**src/rtl/led_timer_ctrl.sv**
```systemverilog
`default_nettype none
// +--------------------------------------------------------------------------+
// | led_timer_ctrl: button-selected period timer with timeout pulse and LED.  |
// | Optional debounce stage: define LED_TIMER_CTRL_DEBOUNCE_EN.               |
// | Revision: 1.0                                                            |
// +--------------------------------------------------------------------------+
module led_timer_ctrl #(
  parameter int unsigned SIM_DIVISOR     = 1,
  parameter int unsigned DEBOUNCE_CYCLES = 1000000
) (
  input  logic       clock,
  input  logic       reset_n,
  input  logic       button_i,
  input  logic       enable_i,
  output logic       timeout_o,
  output logic       led_o,
  output logic [2:0] freq_sel_o
);

  localparam logic [31:0] TIMER_FREQUENCY_100MHZ = 32'd500_000_000;
  localparam logic [31:0] TIMER_FREQUENCY_1HZ    = 32'd50_000_000;
  localparam logic [31:0] TIMER_FREQUENCY_2HZ    = 32'd25_000_000;
  localparam logic [31:0] TIMER_FREQUENCY_5HZ    = 32'd10_000_000;
  localparam logic [31:0] TIMER_FREQUENCY_10HZ   = 32'd5_000_000;

  function automatic logic [31:0] eff_count(input logic [31:0] period);
    logic [31:0] q;
    q = period / SIM_DIVISOR;
    return (q == 32'd0) ? 32'd1 : q;
  endfunction

  localparam logic [31:0] N_SLOW = eff_count(TIMER_FREQUENCY_100MHZ);
  localparam logic [31:0] N_1HZ  = eff_count(TIMER_FREQUENCY_1HZ);
  localparam logic [31:0] N_2HZ  = eff_count(TIMER_FREQUENCY_2HZ);
  localparam logic [31:0] N_5HZ  = eff_count(TIMER_FREQUENCY_5HZ);
  localparam logic [31:0] N_10HZ = eff_count(TIMER_FREQUENCY_10HZ);

  typedef enum logic [2:0] {
    FREQ_SLOW = 3'd0,
    FREQ_1HZ  = 3'd1,
    FREQ_2HZ  = 3'd2,
    FREQ_5HZ  = 3'd3,
    FREQ_10HZ = 3'd4
  } freq_state_t;

  logic        sync1_q, sync2_q, prev_q;
  logic        btn_level;
  logic        press;
  freq_state_t state_q, state_d;
  logic [31:0] count_q, count_d;
  logic [31:0] period_n;
  logic        timeout_q, timeout_d;
  logic        led_q, led_d;

`ifdef LED_TIMER_CTRL_DEBOUNCE_EN
  localparam int unsigned DB_W = $clog2(DEBOUNCE_CYCLES + 1);
  logic [DB_W-1:0] db_cnt_q, db_cnt_d;
  logic            level_q, level_d;

  // Accepted level follows the synchronizer only after a full unbroken run of disagreement.
  always_comb begin
    level_d  = level_q;
    db_cnt_d = '0;
    if (sync2_q != level_q) begin
      if (db_cnt_q == DB_W'(DEBOUNCE_CYCLES - 1)) begin
        level_d = sync2_q;
      end else begin
        db_cnt_d = db_cnt_q + DB_W'(1);
      end
    end
  end

  assign btn_level = level_q;
`else
  logic unused_debounce_cfg;
  assign unused_debounce_cfg = ^DEBOUNCE_CYCLES;
  assign btn_level = sync2_q;
`endif

  assign press = btn_level & ~prev_q;

  always_comb begin
    state_d = state_q;
    case (state_q)
      FREQ_SLOW: if (press) state_d = FREQ_1HZ;
      FREQ_1HZ:  if (press) state_d = FREQ_2HZ;
      FREQ_2HZ:  if (press) state_d = FREQ_5HZ;
      FREQ_5HZ:  if (press) state_d = FREQ_10HZ;
      FREQ_10HZ: if (press) state_d = FREQ_SLOW;
      default:   state_d = FREQ_1HZ;
    endcase
  end

  always_comb begin
    case (state_q)
      FREQ_SLOW: period_n = N_SLOW;
      FREQ_2HZ:  period_n = N_2HZ;
      FREQ_5HZ:  period_n = N_5HZ;
      FREQ_10HZ: period_n = N_10HZ;
      default:   period_n = N_1HZ;
    endcase
  end

  // A press outranks an expiry landing in the same cycle.
  always_comb begin
    count_d   = count_q;
    timeout_d = 1'b0;
    led_d     = led_q;
    if (!enable_i) begin
      count_d = '0;
      led_d   = 1'b0;
    end else if (press) begin
      count_d = '0;
    end else if (count_q >= period_n - 32'd1) begin
      count_d   = '0;
      timeout_d = 1'b1;
      led_d     = ~led_q;
    end else begin
      count_d = count_q + 32'd1;
    end
  end

  always_ff @(posedge clock or negedge reset_n) begin
    if (!reset_n) begin
      sync1_q   <= 1'b0;
      sync2_q   <= 1'b0;
      prev_q    <= 1'b0;
      state_q   <= FREQ_1HZ;
      count_q   <= '0;
      timeout_q <= 1'b0;
      led_q     <= 1'b0;
`ifdef LED_TIMER_CTRL_DEBOUNCE_EN
      level_q   <= 1'b0;
      db_cnt_q  <= '0;
`endif
    end else begin
      sync1_q   <= button_i;
      sync2_q   <= sync1_q;
      prev_q    <= btn_level;
      state_q   <= state_d;
      count_q   <= count_d;
      timeout_q <= timeout_d;
      led_q     <= led_d;
`ifdef LED_TIMER_CTRL_DEBOUNCE_EN
      level_q   <= level_d;
      db_cnt_q  <= db_cnt_d;
`endif
    end
  end

  assign timeout_o  = timeout_q;
  assign led_o      = led_q;
  assign freq_sel_o = state_q;

endmodule
`default_nettype wire

```
**config.mk**
```make
export PLATFORM = sky130hd
export DESIGN_NAME = led_timer_ctrl
export DESIGN_NICKNAME = d
export VERILOG_FILES = /design/src/rtl/led_timer_ctrl.sv
export SDC_FILE = /design/constraint.sdc
export NUM_CORES = 1
export LEC_CHECK = 0
export ABC_CLOCK_PERIOD_IN_PS = 4900
export BUFFER_PORTS_ARGS = -buffer_cell sky130_fd_sc_hd__buf_2
export CAP_MARGIN = 20
export CORE_MARGIN = 1.5
export CORE_UTILIZATION = 66
export DETAILED_ROUTE_END_ITERATION = 8
export HOLD_SLACK_MARGIN = 0.06
export MAX_ROUTING_LAYER = met4
export PLACE_DENSITY = 0.81
export SETUP_SLACK_MARGIN = 0.05
export SYNTH_ARGS = -nofsm -noshare
export SYNTH_HDL_FRONTEND = slang
export SYNTH_SLANG_ARGS = --single-unit
```
**constraint.sdc**
```tcl
create_clock -name clock -period 4.9 [get_ports clock]
set_input_delay 0.49 -clock clock [delete_from_list [all_inputs] [get_ports clock]]
set_output_delay 0.49 -clock clock [all_outputs]
set_load 0.05 [all_outputs]
```
# Yosys cells after proc, flatten, opt, wreduce, memory -nomap -nowiden
# Index checks and enable logic that the tools add are counted.
[totals] wordCells=43 out_inout_bits=5 regBits=40 input_bits=4
[op_classes] bitwise=3 mux=16 n_reduce_logical=3 n_eq_ne=11 add_sub_neg=2 order_cmp=1
[op_table] op="$pmux W29 S4" n=1
[op_table] op="$mux W32" n=3
[op_table] op="$add A32 B1 Y32 const B" n=1
[op_table] op="$ge A32 B32 Y1" n=1
[op_table] op="$sub A32 B1 Y32 const B" n=1
[op_table] op="$mux W3" n=5
[op_table] op="$pmux W3 S5" n=1
[op_table] op="$ne A2 B2 Y1 const B" n=6
[op_table] op="$eq A3 B2 Y1 const B" n=2
[op_table] op="$mux W1" n=6
[op_table] op="$reduce_and A5 Y1" n=1
[op_table] op="$eq A3 B1 Y1 const B" n=1
[op_table] op="$eq A3 B3 Y1 const B" n=1
[op_table] op="$logic_not A3 Y1" n=1
[op_table] op="$ne A2 B1 Y1 const B" n=1
[op_table] op="$not A1 Y1" n=2
[op_table] op="$reduce_and A2 Y1" n=1
[op_table] op="$and A1 B1 Y1" n=1

# Depth between registers and ports, before layout
[depth] depth_word=7 depth_mapped=14 ltp_nobuf=12

# Least setup slack after synthesis
# Ideal clock, no wire load.
[synth_timing] path_type="register to register" startpoint="register state_q[1] (netlist: freq_sel_o[1])" endpoint="register count_q[29]" t_arrival_ns=2.963 slack_ns=1.865 n_path_buf=2 setup_time_ns=0.072 t_required_ns=4.828 stages_incl_launch_ff=15 period_less_slack_ns=3.035 cell_sequence="dfrtp_1 clkbuf_1 nand2b_1 a21o_1 ha_1 o21ai_0 and3_1 ha_1 nand2_1 nor2_1 a32oi_1 a21oi_1 or3_4 buf_6 nor2_1"
[synth_via] elab_chain_len=7 word_cells_on_any_way=10 classes_between="add/sub (1); order compare (1); eq/ne (3); mux (4); reduce/logical (1)"
[synth_rtl] element="from (decl)" line="49" rtl="freq_state_t state_q, state_d;"
[synth_rtl] element="from (signal assigned)" line="140" rtl="state_q <= state_d;"
[synth_rtl] element="$eq A3 B3 Y1, or another cell as far along" line="95" rtl="case (state_q)"
[synth_rtl] element="$pmux W29 S4 (*)" line="95"
[synth_rtl] element="$sub A32 B1 Y32 (*)" line="114" rtl="end else if (count_q >= period_n - 32'd1) begin"
[synth_rtl] element="$ge A32 B32 Y1 (*)" line="114"
[synth_rtl] element="$mux W32 (*)" line="114"
[synth_rtl] element="$mux W32 (*)" line="112" rtl="end else if (press) begin"
[synth_rtl] element="$mux W32 (*)" line="109" rtl="if (!enable_i) begin"
[synth_rtl] element="named net count_d[29]" line="50" rtl="logic [31:0] count_q, count_d;"
[synth_rtl] element="to (signal assigned)" line="141" rtl="count_q <= count_d;"
[synth_rtl] element="to (decl)" line="50"
# The timed path passes the listed nets; every way through them passes the cells marked *.
# A chain may end at the register's enable or synchronous reset.

# Final worst setup path
[layout_timing] startpoint="register state_q[1] (netlist: freq_sel_o[1])" endpoint="register count_q[10]"
# The elaborated chain is that of the path after synthesis.

==> reports/metrics.csv <==
stage,metric,value,unit
status,outcome,"finished, final reports clean",
power,ir_worst_vdd,0.219,mV
clocking,clk_pin_slew,0.07,ns
detailed_routing,ant_nets,0,
power,power_density,363,mW/mm2
yosys,yosys-top-cells-area,"dfrtp_1, ha_1, xor2_1, nor2_1, nand3_1",
timing,hold_ws,0.292,ns
yosys,synth_top_area_share,39.9,%
detailed_routing,vias,1781,
floorplan,dieArea,0.00408,mm2
clocking,numCtsBuffers,5,
yosys,synth-async-reset-ratio,100,%
clocking,h-tree-depth,2,
placement,dp.cells,306,
timing,fin_crit_sh,63.3,%
yosys,netlist_top_cells_count,"dfrtp_1, nor2_1, ha_1, nand2_1, xor2_1",
critical_path,critPathBufInv,1,
clocking,cts.sinks,40,
yosys,synth_cells,256,
yosys,syn_avg_cell_area,9.55,um2
timing,max_slew.worst_pin.slew,0.858,ns
final_layout,multi_input_area,0.00137,mm2
clocking,cts_root_buf,clkbuf_8,
floorplan,coreArea,0.00344,mm2
final_layout,regArea,0.00100,mm2
critical_path,endpoint_kind,flip-flop,
timing,hold_violations,0,
detailed_routing,viasPerCell,5.67,
critical_path,reg2regPathDepth,11,
global_routing,grt_pass1_vias,1800,
floorplan,initial_core_util,71.0,%
yosys,synth-seq-area-share,41.0,%
final_layout,diodes,0,
detailed_routing,drt_first_iter_violations,89,
floorplan,die_w,63.9,um
clocking,cts_tree,yes,
yosys,synth_ff_type,dfrtp_1,
yosys,synth-edff-count,0,
yosys,yosys_warnings,0,
floorplan,fp-row-count,21,
final_layout,final_net_count,296,
timing,setup_violations,0,
clocking,post_cts_buffers,0,
critical_path,r2r-end,count_q[10]$_DFF_PN0_,
detailed_routing,wl_met1,2.09,mm
timing,fin_tns_setup,0,ns
clocking,cts.repair.resized,0,
global_routing,track_usage,25.6,%
detailed_routing,highest_layer,met4,
detailed_routing,met2WireLength,2.08,mm
critical_path,crit_family,compound AO/OA/AOI/OAI gates,
timing,fmax,323,MHz
clocking,clockBufferDepth,2,
critical_path,cpPeakStageDelay,0.54,ns
yosys,syn-cell-area,0.00244,mm2
clocking,hold_buffers,0,
yosys,yosysTopAreaCell,dfrtp_1,
global_routing,grt_pass1_wl,7.84,mm
critical_path,reg2reg_from,freq_sel_o[1]$_DFFE_PN0P_,
yosys,ys_types,40,
detailed_routing,drtPass1Iterations,4,
placement,dp_hpwl,3.18,mm
timing,slew_viol_final,0,
critical_path,worstSetupPathType,reg -> reg,
final_layout,instances_no_fill,314,
detailed_routing,wl_per_cell,14.0,um
final_layout,syn_to_final_growth,6.14,%
job,cap_violations,0,
final_layout,drive_gt1_share,10.1,%
final_layout,fillers,255,
yosys,ys_seq_elements,40,
critical_path,path_cells,nor2b_1 > nand2_1 > inv_1 > a21oi_1 > o21ai_0 > ha_1 > a21o_1 > a221oi_1 > o41ai_2 > or3_4 > nor2_1,
critical_path,reg2reg_slack,1.80,ns
timing,fin_crit,3.10,ns
floorplan,die_h,63.9,um
timing,rsz0062_at_grt,false,
floorplan,pin_count,9,
final_layout,fin_util,75.4,%
power,design_power_total,0.942,mW
timing,skew,0.00539,ns
detailed_routing,routed-wl-met3,131,um
detailed_routing,drcViolationCount,0,
global_routing,grt_max_degree,41,
global_routing,antenna_found_initial,0,
critical_path,cp.required,5.13,ns
timing,maxSlewHeadroom,42.8,%
critical_path,cp-start-kind,flip-flop,
critical_path,cpMaxStageDelayCell,or3_4,
placement,gp_congestion,0.831,
global_routing,overflow,0,
clocking,clock_latency,0.30,ns
placement,port_buffers,8,
power,leakage,1.24,nW
critical_path,path_max_fanout,30,
min_path,hp-class,in -> async,
critical_path,cp_data_arrival_time,3.33,ns
detailed_routing,drt-total-wl,4.38,mm
-- cells in the final DEF, fill, tap and decap left out, types with 2 or more instances in the layout --
| master | n |
|---|---|
| nor2_1 | 39 |
| dfrtp_1 | 39 |
| ha_1 | 25 |
| nand2_1 | 22 |
| xor2_1 | 22 |
| nand3_1 | 17 |
| a21oi_1 | 13 |
| o21ai_0 | 11 |
| inv_1 | 9 |
| buf_2 | 8 |
| xnor2_1 | 7 |
| clkbuf_8 | 6 |
| and3_1 | 5 |
| nor3_1 | 4 |
| or2_2 | 3 |
| nand2b_1 | 3 |
| a21o_1 | 3 |
| nand4_1 | 3 |
| conb_1 | 3 |
| nor2b_1 | 2 |
| mux2i_1 | 2 |
| and4_1 | 2 |
| clkbuf_1 | 2 |
-- through the flow --
stage                     setup WS, ns  area (um2)
after global placement            1.87        2500
after CTS                         1.78        2590
after global routing              1.55        2590
final                             1.80        2590
after floorplan                   1.86        2450
after detailed placement          1.85        2500
-- registers in the layout, indices dropped and copies added, names as in the netlist --
name        cells
prev_q          1
btn_level       1
count_q        32
freq_sel_o      3
timeout_o       1
sync1_q         1
led_o           1
-- cell families (layout without fill, tap and decap cells) --
group                      count (synthesis)  after routing  synth area share [%]
xor gates and xnor gates                  29             29                  10.4
buffers and inverters                     15             25                  3.22
and+or+nand+nor                          111            111                  23.0
DFF                                       40             40                  41.0
adders and majority gates                 25             25                  12.8
other                                      1              3                 0.153
muxes                                      2              2                 0.819
AOI/OAI and AO/OA                         33             33                  8.60
-- worst max-delay path by stage --
stage                                    from                     to  cells past startpoint
floorplan           freq_sel_o[1]$_DFFE_PN0P_  count_q[29]$_DFF_PN0_                     14
global placement    freq_sel_o[1]$_DFFE_PN0P_  count_q[19]$_DFF_PN0_                     11
CTS                 freq_sel_o[1]$_DFFE_PN0P_  count_q[27]$_DFF_PN0_                     11
detailed placement  freq_sel_o[1]$_DFFE_PN0P_  count_q[27]$_DFF_PN0_                     11
global route        freq_sel_o[1]$_DFFE_PN0P_   count_q[9]$_DFF_PN0_                     11
finish              freq_sel_o[1]$_DFFE_PN0P_  count_q[10]$_DFF_PN0_                     11
-- power breakdown --
| part | internal [mW] | switching (mW) | total (mW) | leakage, nW |
|---|---|---|---|---|
| sequential | 0.347 | 0.0369 | 0.384 | 0.539 |
| clock | 0.115 | 0.112 | 0.227 | 0.0455 |
| combinational | 0.122 | 0.208 | 0.330 | 0.652 |
-- area by class of cell --
class | count | share of cell area, %
multi-input combinational | 203 | 52.8
tap | 46 | 2.22
sequential | 40 | 38.6
timing repair buffer | 8 | 1.54
clock buffer | 8 | 3.47
inverter | 9 | 1.30
-- routing by layer --
layer | vias up | GRT usage [%]
met5 | - | -
met4 | 0 | 10.6
met3 | 10 | 6.16
met2 | 24 | 40.1
met1 | 848 | 32.0
li1 | 899 | -
Note: power is estimated with default switching activity, not from simulation.
